<file path="config.mk">
export PLATFORM = sky130hd
export DESIGN_NAME = mlp_layer_controller
export DESIGN_NICKNAME = d
export VERILOG_FILES = /design/src/rtl/mlp_layer_controller.sv
export SDC_FILE = /design/constraint.sdc
export NUM_CORES = 1
export LEC_CHECK = 0
export BUFFER_PORTS_ARGS = -buffer_cell sky130_fd_sc_hd__buf_2
export CAP_MARGIN = 25
export CORE_ASPECT_RATIO = 1.25
export CORE_MARGIN = 2
export CORE_UTILIZATION = 53
export CTS_CLUSTER_DIAMETER = 80
export CTS_CLUSTER_SIZE = 28
export DETAILED_ROUTE_END_ITERATION = 8
export GPL_TIMING_DRIVEN = 0
export PLACE_DENSITY = 0.87
export SLEW_MARGIN = 25
export SYNTH_ARGS = -nofsm -noshare
export SYNTH_HDL_FRONTEND = slang
export SYNTH_SLANG_ARGS = --single-unit
export TNS_END_PERCENT = 10
</file>
<file path="constraint.sdc">
create_clock -name clk -period 2.63 [get_ports clk]
set_input_delay 0.1315 -clock clk [delete_from_list [all_inputs] [get_ports clk]]
set_output_delay 0.1315 -clock clk [all_outputs]
set_load 0.005 [all_outputs]
</file>
<file path="src/rtl/mlp_layer_controller.sv">
// mlp_layer_controller: layer-level sequencer for a fully-connected MLP layer.
// Walks NEURON_NUM neurons of INPUT_NUM inputs each, issues one SRAM read at a
// time and waits for rd_valid, then drives accumulator control, activation
// routing and one output write per neuron.
// Optional feature: define MLP_CTRL_BIAS_EN to add a bias read per neuron
// (bias for neuron n lives at weight address NEURON_NUM*INPUT_NUM+n).
module mlp_layer_controller #(
  parameter int INPUT_NUM  = 8,
  parameter int NEURON_NUM = 4,
  parameter int ADDR_WIDTH = 8
) (
  input  logic                  clk,
  input  logic                  reset,
  input  logic                  start,
  input  logic                  abort,
  input  logic                  rd_valid,
  output logic                  read_enable,
  output logic [ADDR_WIDTH-1:0] weight_addr,
  output logic [ADDR_WIDTH-1:0] input_addr,
  output logic                  acc_clear,
  output logic                  acc_enable,
  output logic                  mux_select,
  output logic                  demux_select,
  output logic                  write_enable,
  output logic [ADDR_WIDTH-1:0] out_addr,
  output logic                  busy,
  output logic                  done
);

  typedef enum logic [3:0] {
    ST_IDLE      = 4'd0,
    ST_CLEAR     = 4'd1,
    ST_READ      = 4'd2,
    ST_WAIT      = 4'd3,
`ifdef MLP_CTRL_BIAS_EN
    ST_BIAS_RD   = 4'd4,
    ST_BIAS_WAIT = 4'd5,
`endif
    ST_ACT       = 4'd6,
    ST_WRITE     = 4'd7,
    ST_DONE      = 4'd8
  } state_t;

  localparam logic [ADDR_WIDTH-1:0] LP_IN_NUM   = ADDR_WIDTH'(INPUT_NUM);
  localparam logic [ADDR_WIDTH-1:0] LP_IN_LAST  = ADDR_WIDTH'(INPUT_NUM - 1);
  localparam logic [ADDR_WIDTH-1:0] LP_N_LAST   = ADDR_WIDTH'(NEURON_NUM - 1);
  localparam logic [ADDR_WIDTH-1:0] LP_BIAS_BASE = ADDR_WIDTH'(NEURON_NUM * INPUT_NUM);

  state_t                r_state;
  logic [ADDR_WIDTH-1:0] r_in_idx;
  logic [ADDR_WIDTH-1:0] r_n_idx;

  state_t                w_state_dec;
  state_t                w_state_nxt;
  logic [ADDR_WIDTH-1:0] w_in_idx_dec;
  logic [ADDR_WIDTH-1:0] w_n_idx_dec;
  logic [ADDR_WIDTH-1:0] w_in_idx_nxt;
  logic [ADDR_WIDTH-1:0] w_n_idx_nxt;
  logic                  w_write_dec;
  logic                  w_done_dec;
  logic                  w_abort_act;
  logic [ADDR_WIDTH-1:0] w_data_addr;

  assign w_data_addr = (r_n_idx * LP_IN_NUM) + r_in_idx;

  // State and counter registers; async reset returns to IDLE with counters cleared.
  always_ff @(posedge clk or negedge reset) begin
    if (!reset) begin
      r_state  <= ST_IDLE;
      r_in_idx <= {ADDR_WIDTH{1'b0}};
      r_n_idx  <= {ADDR_WIDTH{1'b0}};
    end else begin
      r_state  <= w_state_nxt;
      r_in_idx <= w_in_idx_nxt;
      r_n_idx  <= w_n_idx_nxt;
    end
  end

  // Next-state, counter updates and output decode; abort overrides transitions and suppresses write/done.
  always_comb begin
    w_state_dec  = r_state;
    w_in_idx_dec = r_in_idx;
    w_n_idx_dec  = r_n_idx;
    w_write_dec  = 1'b0;
    w_done_dec   = 1'b0;
    read_enable  = 1'b0;
    weight_addr  = {ADDR_WIDTH{1'b0}};
    input_addr   = {ADDR_WIDTH{1'b0}};
    acc_clear    = 1'b0;
    acc_enable   = 1'b0;
    mux_select   = 1'b0;
    demux_select = 1'b0;
    out_addr     = {ADDR_WIDTH{1'b0}};
    case (r_state)
      ST_IDLE: begin
        if (start && !abort) begin
          w_n_idx_dec = {ADDR_WIDTH{1'b0}};
          w_state_dec = ST_CLEAR;
        end else begin
          w_state_dec = ST_IDLE;
        end
      end
      ST_CLEAR: begin
        acc_clear    = 1'b1;
        w_in_idx_dec = {ADDR_WIDTH{1'b0}};
        w_state_dec  = ST_READ;
      end
      ST_READ: begin
        read_enable = 1'b1;
        weight_addr = w_data_addr;
        input_addr  = r_in_idx;
        w_state_dec = ST_WAIT;
      end
      ST_WAIT: begin
        weight_addr = w_data_addr;
        input_addr  = r_in_idx;
        if (rd_valid) begin
          acc_enable = 1'b1;
          if (r_in_idx == LP_IN_LAST) begin
`ifdef MLP_CTRL_BIAS_EN
            w_state_dec = ST_BIAS_RD;
`else
            w_state_dec = ST_ACT;
`endif
          end else begin
            w_in_idx_dec = r_in_idx + {{(ADDR_WIDTH-1){1'b0}}, 1'b1};
            w_state_dec  = ST_READ;
          end
        end else begin
          w_state_dec = ST_WAIT;
        end
      end
`ifdef MLP_CTRL_BIAS_EN
      ST_BIAS_RD: begin
        read_enable = 1'b1;
        weight_addr = LP_BIAS_BASE + r_n_idx;
        mux_select  = 1'b1;
        w_state_dec = ST_BIAS_WAIT;
      end
      ST_BIAS_WAIT: begin
        weight_addr = LP_BIAS_BASE + r_n_idx;
        mux_select  = 1'b1;
        if (rd_valid) begin
          acc_enable  = 1'b1;
          w_state_dec = ST_ACT;
        end else begin
          w_state_dec = ST_BIAS_WAIT;
        end
      end
`endif
      ST_ACT: begin
        demux_select = 1'b1;
        w_state_dec  = ST_WRITE;
      end
      ST_WRITE: begin
        w_write_dec = 1'b1;
        out_addr    = r_n_idx;
        if (r_n_idx == LP_N_LAST) begin
          w_state_dec = ST_DONE;
        end else begin
          w_n_idx_dec = r_n_idx + {{(ADDR_WIDTH-1){1'b0}}, 1'b1};
          w_state_dec = ST_CLEAR;
        end
      end
      ST_DONE: begin
        w_done_dec  = 1'b1;
        w_state_dec = ST_IDLE;
      end
      default: begin
        w_state_dec = ST_IDLE;
      end
    endcase

    w_abort_act  = abort && (r_state != ST_IDLE);
    w_state_nxt  = w_abort_act ? ST_IDLE : w_state_dec;
    w_in_idx_nxt = w_abort_act ? {ADDR_WIDTH{1'b0}} : w_in_idx_dec;
    w_n_idx_nxt  = w_abort_act ? {ADDR_WIDTH{1'b0}} : w_n_idx_dec;
    write_enable = w_write_dec && !w_abort_act;
    done         = w_done_dec && !w_abort_act;
    busy         = (r_state != ST_IDLE);
  end

  // Bias base is only referenced when the bias states are compiled in.
  logic w_unused_bias;
  assign w_unused_bias = ^LP_BIAS_BASE;

endmodule

</file>
# Word-level counts from Yosys, hierarchy flattened
# Index checks and enable logic that the tools add are counted.
[totals]
reg_bits = 20
inputBits = 5
output_inout_bits = 32
elab_cells = 55
[classes]
addsub = 3
eq_ne = 12
mux = 24
n_reduce_logical = 13
[op_table]
columns = ["op", "count"]
rows = [
  ["8-bit 2-to-1 mux", 9],
  ["8-bit case mux with 2 select lines", 2],
  ["4-bit case mux with 6 select lines", 1],
  ["8-bit by 1-bit adder with 8-bit output (second input constant)", 2],
  ["4-bit 2-to-1 mux", 3],
  ["3-bit != test (second input constant)", 4],
  ["8-bit adder", 1],
  ["4-bit by 2-bit equality test with 1-bit output (second input constant)", 2],
  ["4-bit by 3-bit equality test with 1-bit output (second input constant)", 2],
  ["8-bit by 2-bit equality test with 1-bit output (second input constant)", 1],
  ["8-bit by 3-bit equality test with 1-bit output (second input constant)", 1],
  ["1-bit 2-to-1 mux", 8],
  ["3-bit AND reduction", 2],
  ["3-bit nonzero test", 2],
  ["4-bit by 1-bit equality test with 1-bit output (second input constant)", 1],
  ["4-bit equality test (second input constant)", 1],
  ["1-bit logical AND", 4],
  ["4-bit logical NOT", 1],
  ["4-bit nonzero test", 1],
  ["3-bit 2-to-1 mux", 1],
  ["1-bit logical NOT", 2],
  ["2-bit OR reduction", 1],
]

# Longest topological paths before layout
# Gate-level depths: netlist (run 1).
[depth]
ltp_word = 5
mapped_depth = 7
depth_no_buf = 7

# Worst setup path before layout (run 1)
# Ideal clock, no wire load.
[synth_path]
kind = "register -> register"
from = "register r_in_idx[4]"
to = "register r_in_idx[4]"
setup_time_ns = 0.126
t_arrival_ns = 1.768
t_required_ns = 2.504
path_slack_ns = 0.736
path_stages_with_launch = 5
n_path_buf = 0
synth_period_minus_slack_ns = 1.894
path_cell_list = "dfrtp_1 or4_4 o31ai_4 nor2_2 a221o_1"
[synth_via]
elab_chain_cells = 5
word_cells_on_any_way = 8
classes_between = "1 x add/sub; 2 x eq/ne; 4 x mux; 1 x reduce/logical"
[synth_rtl]
columns = ["element", "line_no", "rtl"]
rows = [
  ["start: declaration", "50", "logic [ADDR_WIDTH-1:0] r_in_idx;"],
  ["start signal: assignment", "70", "r_in_idx <= {ADDR_WIDTH{1'b0}};"],
  ["start signal: assignment", "74", "r_in_idx <= w_in_idx_nxt;"],
  ["8-bit by 1-bit adder with 8-bit output", "126", "w_in_idx_dec = r_in_idx + {{(ADDR_WIDTH-1){1'b0}}, 1'b1};"],
  ["8-bit 2-to-1 mux", "119", "if (r_in_idx == LP_IN_LAST) begin"],
  ["8-bit 2-to-1 mux", "117", "if (rd_valid) begin"],
  ["8-bit case mux with 2 select lines", "94", "case (r_state)"],
  ["8-bit 2-to-1 mux", "176", "w_in_idx_nxt = w_abort_act ? {ADDR_WIDTH{1'b0}} : w_in_idx_dec;"],
]
# Parallel ways exist; a longest one is shown, timed or not. The select of a mux whose other input is x is not followed.
# A chain may end at the register's enable or synchronous reset.

# Final worst setup path (run 1)
[layout_path]
from = "register r_in_idx[3]"
to = "output weight_addr[7]"
[layout_via]
elab_chain_cells = 2
[layout_rtl]
columns = ["element", "line_no", "rtl"]
rows = [
  ["8-bit adder", "64", "assign w_data_addr = (r_n_idx * LP_IN_NUM) + r_in_idx;"],
  ["8-bit 2-to-1 mux", "94", ""],
  ["end: declaration", "18", "output logic [ADDR_WIDTH-1:0] weight_addr,"],
]
# No other way between the ends.

==> flow_summary.yaml, run 1 <==
timing:
  max_freq_mhz: 445
  tightest_slew_ns: 0.886
  fin_crit_ns: 2.25
  fin_ws_ns: 0.383
  relSlewSlack_pct: 40.8
  rsz0062_at_grt: "false"
  slew_violations: 0
  hold_viol: 0
  setup_tns_ns: 0
  period_share_pct: 85.4
  skew_ns: 0.00170
  setup_viol: 0
pwr:
  power.density_nw_per_um2: 434
  switching_power_uw: 293
  intPower_uw: 481
  leakage_nw: 0.865
  pwr-share-clk_pct: 18.2
  ir_worst_vdd_uv: 240
  pwr-share-seq_pct: 43.9
  comb_power_share_pct: 37.8
  switching_share_pct: 37.9
clocking:
  post_cts_resized: 0
  clockBufferDepth: 2
  hold_buffers: 1
  cts_htree_levels: 1
  clock_latency_ns: 0.29
  cts_tree: "done"
  cts_buffers: 3
  cts_setup_buffers: 0
  cts_sinks: 20
  cts-root-buf: "clkbuf_4"
  clkSlewWorstSetupHoldPaths_ns: 0.11
worst_setup_path:
  r2r_end: "r_in_idx[6]"
  crit_start: "r_in_idx[3]"
  ff2ff_setup_slack_ns: 0.51
  critPathLaunchType: "flip-flop"
  critical_path_class: "reg2out"
  r2r_start: "r_state[3]"
  cp-end-kind: "primary output"
  crit_end: "weight_addr[7]"
  r2r_cells: 4
  critPathRequiredTime_ns: 2.50
  worstPathArrival_ns: 2.12
  critPathMaxFanout: 8
synthesis:
  syn_area_per_cell_um2: 8.27
  synth-edff-count: 0
  synth_seq_cells: 20
  async_flop_share_pct: 100
  synth-seq-area-share_pct: 32.5
  yosysWarnings: 0
  synthesis.area_um2: 1540
  synth_fp_nets: 198
  synthCells: 186
  synth.distinct_cells: 52
  synth_ff_type: "dfrtp_1"
floorplan:
  die_x_um: 52.2
  core_um2: 2730
  ioPinCount: 37
  initial_core_util_pct: 56.3
  dieArea_um2: 3350
  die_h_um: 64.2
  num_rows: 21
route:
  drt-total-wl_mm: 3.50
  drt_iter0_drc: 31
  drc_errors: 0
  vias: 1480
  wire_per_inst_um: 13.6
  dr.pass1.iters: 4
  ant_nets: 0
  vias_per_cell: 5.74
final_layout:
  final_cell_mix: "buf_2, dfrtp_1, nand2_1, and2_1, nor2_1"
  final_cells: 258
  layout_commonest_cell: "buf_2"
  antenna_cells: 0
  n_fill_cell: 262
  drive_gt1_share_pct: 22.3
  syn2layout_area_growth_pct: 15.9
  fin_area_um2: 1780
  nets: 238
  utilization_pct: 65.3
placement:
  gp_congestion: 0.881
  place_inst: 254
  io_buffers: 34
  dp_slack_ns: 0.519
  dpl-instance-area_um2: 1750
  place_hpwl_mm: 2.65
status:
  status: "finished clean"
global_route:
  grtUsageMet3_pct: 2.10
  use_met1_pct: 28.8
  antenna_found_initial: 0
  grt_pass1_wl_mm: 6.00
  grtUsageTotal_pct: 22.8
  met2_usage_pct: 39.9
  grt_max_degree: 21
  grt_pass1_vias: 1425
  grt_remaining_overflow: 0
  grt.busiest_layer: "met2"
run:
  cap_viol_max_count: 0
worst_hold_path:
  min_path_type: "in2reg"
-- area by class of cell --
| cell class | instances | area, um^2 | area share, % |
|---|---|---|---|
| sequential | 20 | 500 | 28.1 |
| clock buffer | 3 | 22.5 | 1.26 |
| buffer | 14 | 68.8 | 3.86 |
| timing repair buffer | 35 | 180 | 10.1 |
| multi-input combinational | 146 | 947 | 53.1 |
| tap | 34 | 42.5 | 2.38 |
| inverter | 6 | 22.5 | 1.26 |
-- worst max-delay path: stages, from the launching register on --
cell and delay (ns):
dfrtp_1 0.50, ha_1 0.26, inv_1 0.07, fa_1 0.17, nor2b_1 0.06, o21a_1 0.17, or3_1 0.34, a21oi_1 0.14
buf_2 0.13
-- metal layers --
metal,vias up,routed length (um)
li1,744,-
met1,702,1570
met4,0,15
met3,2,143
met2,32,1770
met5,-,0
-- cell usage after synthesis (4+ instances only) --
| master | instances | area (um^2) |
|---|---|---|
| ha_1 | 6 | 75.1 |
| dfrtp_1 | 20 | 500 |
| buf_4 | 4 | 30.0 |
| a21oi_1 | 11 | 55.1 |
| nand3_1 | 8 | 40.0 |
| a31oi_1 | 5 | 31.3 |
| and2_1 | 16 | 100 |
| nand2_1 | 16 | 60.1 |
| nor2_1 | 15 | 56.3 |
| inv_1 | 6 | 22.5 |
| clkbuf_1 | 8 | 30.0 |
| o21ai_0 | 7 | 35.0 |
| nor3_1 | 6 | 30.0 |
-- flip-flops by register name (all words and copies together) (netlist names) --
register	flops
r_n_idx	8
r_state	4
r_in_idx	8
-- logic make-up (layout without fill, tap and decap cells) --
kind of cell             Yosys count  count (layout)  share of synthesized area (%)
AO/OA/AOI/OAI                     44              44                           20.2
multiplexers                       2               2                           1.38
AND/OR/NAND/NOR                   89              89                           31.9
other                              1               1                          0.244
buffers and inverters             20              58                           5.93
flip-flops                        20              20                           32.5
adder cells (fa/ha/maj)            7               7                           6.18
XOR/XNOR                           3               3                           1.71
-- stage by stage --
stage | hold slack [ns] | total power [mW]
after floorplan | -0.164 | 0.544
after global placement | 0.0981 | 0.633
after detailed placement | 0.105 | 0.635
after CTS | 0.210 | 0.778
after global routing | 0.211 | 0.829
final | 0.220 | 0.774
-- worst min path at each step --
stage,start,to,slack (ns),cells past startpoint
floorplan,reset,r_in_idx[0],-0.16,0
global placement,reset,r_in_idx[3],0.1,1
detailed placement,reset,r_in_idx[3],0.10,1
CTS,rd_valid,r_in_idx[2],0.21,3
global route,rd_valid,r_in_idx[2],0.21,3
finish,rd_valid,r_in_idx[2],0.22,3
-- power by group through the flow --
stage	Clock, mW	Sequential [mW]	Combinational (mW)
after floorplan	0	0.340	0.204
after global placement	0	0.344	0.289
after detailed placement	0	0.346	0.289
after CTS	0.147	0.340	0.292
after global routing	0.156	0.343	0.330
final	0.141	0.340	0.293
(Power assumes the default switching activity.)
==> inputs of run 2 (changes only) <==
--- a/config.mk
+++ b/config.mk
@@ -5,16 +5,18 @@
 export SDC_FILE = /design/constraint.sdc
 export NUM_CORES = 1
 export LEC_CHECK = 0
+export ABC_AREA = 1
 export BUFFER_PORTS_ARGS = -buffer_cell sky130_fd_sc_hd__buf_2
 export CAP_MARGIN = 25
 export CORE_ASPECT_RATIO = 1.25
 export CORE_MARGIN = 2
-export CORE_UTILIZATION = 53
+export CORE_UTILIZATION = 54
 export CTS_CLUSTER_DIAMETER = 80
 export CTS_CLUSTER_SIZE = 28
 export DETAILED_ROUTE_END_ITERATION = 8
 export GPL_TIMING_DRIVEN = 0
 export PLACE_DENSITY = 0.87
+export REMOVE_ABC_BUFFERS = 1
 export SLEW_MARGIN = 25
 export SYNTH_ARGS = -nofsm -noshare
 export SYNTH_HDL_FRONTEND = slang
==> run 2 against run 1 <==
Design area grew 7.9%. Area after synthesis increased by 11%. Sequential cell count unchanged. Utilization fell by 0.56 points. Count of clock-buffer cells in the layout increased by 1. Combinational power is 24% higher. Largest cell class unchanged. Largest power group is now combinational logic.
==> flow_summary.yaml, run 2 <==
status:
  status: "finished clean"
route:
  vias_per_cell: 5.08
  drt-total-wl_mm: 3.55
  vias: 1660
  wire_per_inst_um: 10.8
  dr.pass1.iters: 4
  drt_iter0_drc: 32
  drc_errors: 0
  ant_nets: 0
placement:
  dp_slack_ns: 0.832
  place_inst: 322
  dpl-instance-area_um2: 1880
  io_buffers: 35
  gp_congestion: 0.877
  place_hpwl_mm: 2.77
floorplan:
  die_h_um: 66.9
  ioPinCount: 37
  initial_core_util_pct: 57.5
  die_x_um: 54.3
  core_um2: 2970
  dieArea_um2: 3630
  num_rows: 22
final_layout:
  top_regs: "r_in_idx (8), r_n_idx (8), r_state (4)"
  syn2layout_area_growth_pct: 12.6
  layout_commonest_cell: "nand2_1"
  register_area_um2: 500
  utilization_pct: 64.7
  fin_area_um2: 1920
  nets: 304
  antenna_cells: 0
  final_cells: 327
  final_cell_mix: "nand2_1, nor2_1, inv_1, buf_2, dfrtp_1"
  drive_gt1_share_pct: 19.6
  n_fill_cell: 269
  multiInputGateArea_um2: 990
worst_setup_path:
  cp-end-kind: "primary output"
  critical_path_class: "reg2out"
  cpPeakStageDelay_ns: 0.48
  critPathRequiredTime_ns: 2.50
  critPathLaunchType: "flip-flop"
  crit_chain: "ha_1, inv_1, fa_1, o21ai_0, xor2_1, nor2_1, buf_2"
  crit_path_top_delay_cell: "dfrtp_1"
  worstPathArrival_ns: 2.01
  critPathMaxFanout: 6
  critPathTopFamily: "adder cells"
  crit_buf_inv: 2
timing:
  skew_ns: 0.00487
  fin_crit_ns: 2.15
  setup_viol: 0
  rsz0062_at_grt: "false"
  setup_tns_ns: 0
  period_share_pct: 81.6
  hold_viol: 0
  slew_violations: 0
  fin_hold_ws_ns: 0.208
  max_freq_mhz: 466
  fin_ws_ns: 0.485
clocking:
  cts_sinks: 20
  cts_setup_buffers: 0
  cts_htree_levels: 1
  clock_latency_ns: 0.31
  cts_buffers: 3
  cts-root-buf: "clkbuf_4"
  clkSlewWorstSetupHoldPaths_ns: 0.12
  cts_tree: "done"
  clockBufferDepth: 2
global_route:
  grt_pass1_wl_mm: 6.06
  grt_pass1_vias: 1475
  grtUsageTotal_pct: 22.4
  antenna_found_initial: 0
  grt_max_degree: 21
  grt_remaining_overflow: 0
run:
  cap_viol_max_count: 0
synthesis:
  async_flop_share_pct: 100
  synth-seq-area-share_pct: 29.3
  synthesis.area_um2: 1710
  synth_top_area_cell: "dfrtp_1"
  synth.distinct_cells: 29
  yosysMostFrequentCell: "nand2_1"
  yosys-top-cells-count: "nand2_1, nor2_1, inv_1, dfrtp_1, nand3_1"
  synth_ff_type: "dfrtp_1"
  synth_top_area_share_pct: 29.3
  synth-edff-count: 0
  synthCells: 258
  yosys-top-cells-area: "dfrtp_1, nand2_1, nor2_1"
  yosysWarnings: 0
  syn_area_per_cell_um2: 6.62
  synth_seq_cells: 20
pwr:
  power_uw: 907
  ir_worst_vdd_uv: 558
  power.density_nw_per_um2: 471
  leakage_nw: 1.12
worst_hold_path:
  min_path_type: "in2reg"
## run 2: cell types whose count changed after synthesis, moves of 5 or more
| cell | before | now |
|---|---|---|
| a21oi_1 | 11 | 3 |
| a31oi_1 | 5 | 0 |
| and2_1 | 16 | 0 |
| clkbuf_1 | 8 | 0 |
| inv_1 | 6 | 42 |
| nand2_1 | 16 | 69 |
| nand3_1 | 8 | 17 |
| nand4_1 | 2 | 14 |
| nor2_1 | 15 | 45 |
| nor3_1 | 6 | 0 |
## run 2: area by class of cell
| class | count | share of cell area [%] |
|---|---|---|
| multi-input cells | 187 | 51.4 |
| flip-flops and latches | 20 | 26.0 |
| repair buffers | 36 | 9.62 |
| inverters | 44 | 8.71 |
| well taps | 36 | 2.34 |
| clock buffers | 4 | 1.89 |
## run 2: what timing repair did
action | CTS | global route
hold endpoints to repair | 20 | 0
gates resized for setup | 0 | 0
hold buffers | 1 | 0
## run 2: worst min-delay path, stage by stage
cell and delay, ns:
buf_2 0.16, nor2_2 0.08, nand3_1 0.08, nand2_1 0.05
## run 2: final timing paths
| check | start | to | slack [ns] | cells past startpoint |
|---|---|---|---|---|
| setup / recovery | r_in_idx[3] | weight_addr[7] | 0.48 | 7 |
| hold / removal | abort | r_in_idx[7] | 0.21 | 4 |
| setup reg to reg | r_in_idx[0] | r_in_idx[2] | 1.09 | 8 |
| hold reg to reg | r_n_idx[7] | r_n_idx[7] | 0.54 | 2 |
| max in group asynchronous | reset | r_n_idx[5] | 2.03 | 2 |
| min in group asynchronous | reset | r_in_idx[1] | 0.28 | 2 |
## run 2: report_power, final
part / internal (mW) / switching, mW / leakage (nW)
Sequential: 0.326 / 0.0307 / 0.276
Clock: 0.0847 / 0.101 / 0.0210
Combinational: 0.108 / 0.256 / 0.823
## run 2: cells by family after synthesis
| family | synth area share [%] |
|---|---|
| simple gates | 45.6 |
| buf+inv | 12.8 |
| flops | 29.3 |
| compound gates | 2.93 |
| xor+xnor | 3.59 |
| fa+ha+maj | 5.56 |
| other cells | 0.219 |
## run 2: per-layer routing
| metal | GRT usage [%] | up-vias | wire length, um |
|---|---|---|---|
| met5 | 0 | - | 0 |
| met4 | 9.06 | 0 | 67 |
| met3 | 2.69 | 7 | 132 |
| met2 | 39.6 | 39 | 1830 |
| met1 | 26.3 | 747 | 1520 |
| li1 | - | 867 | - |
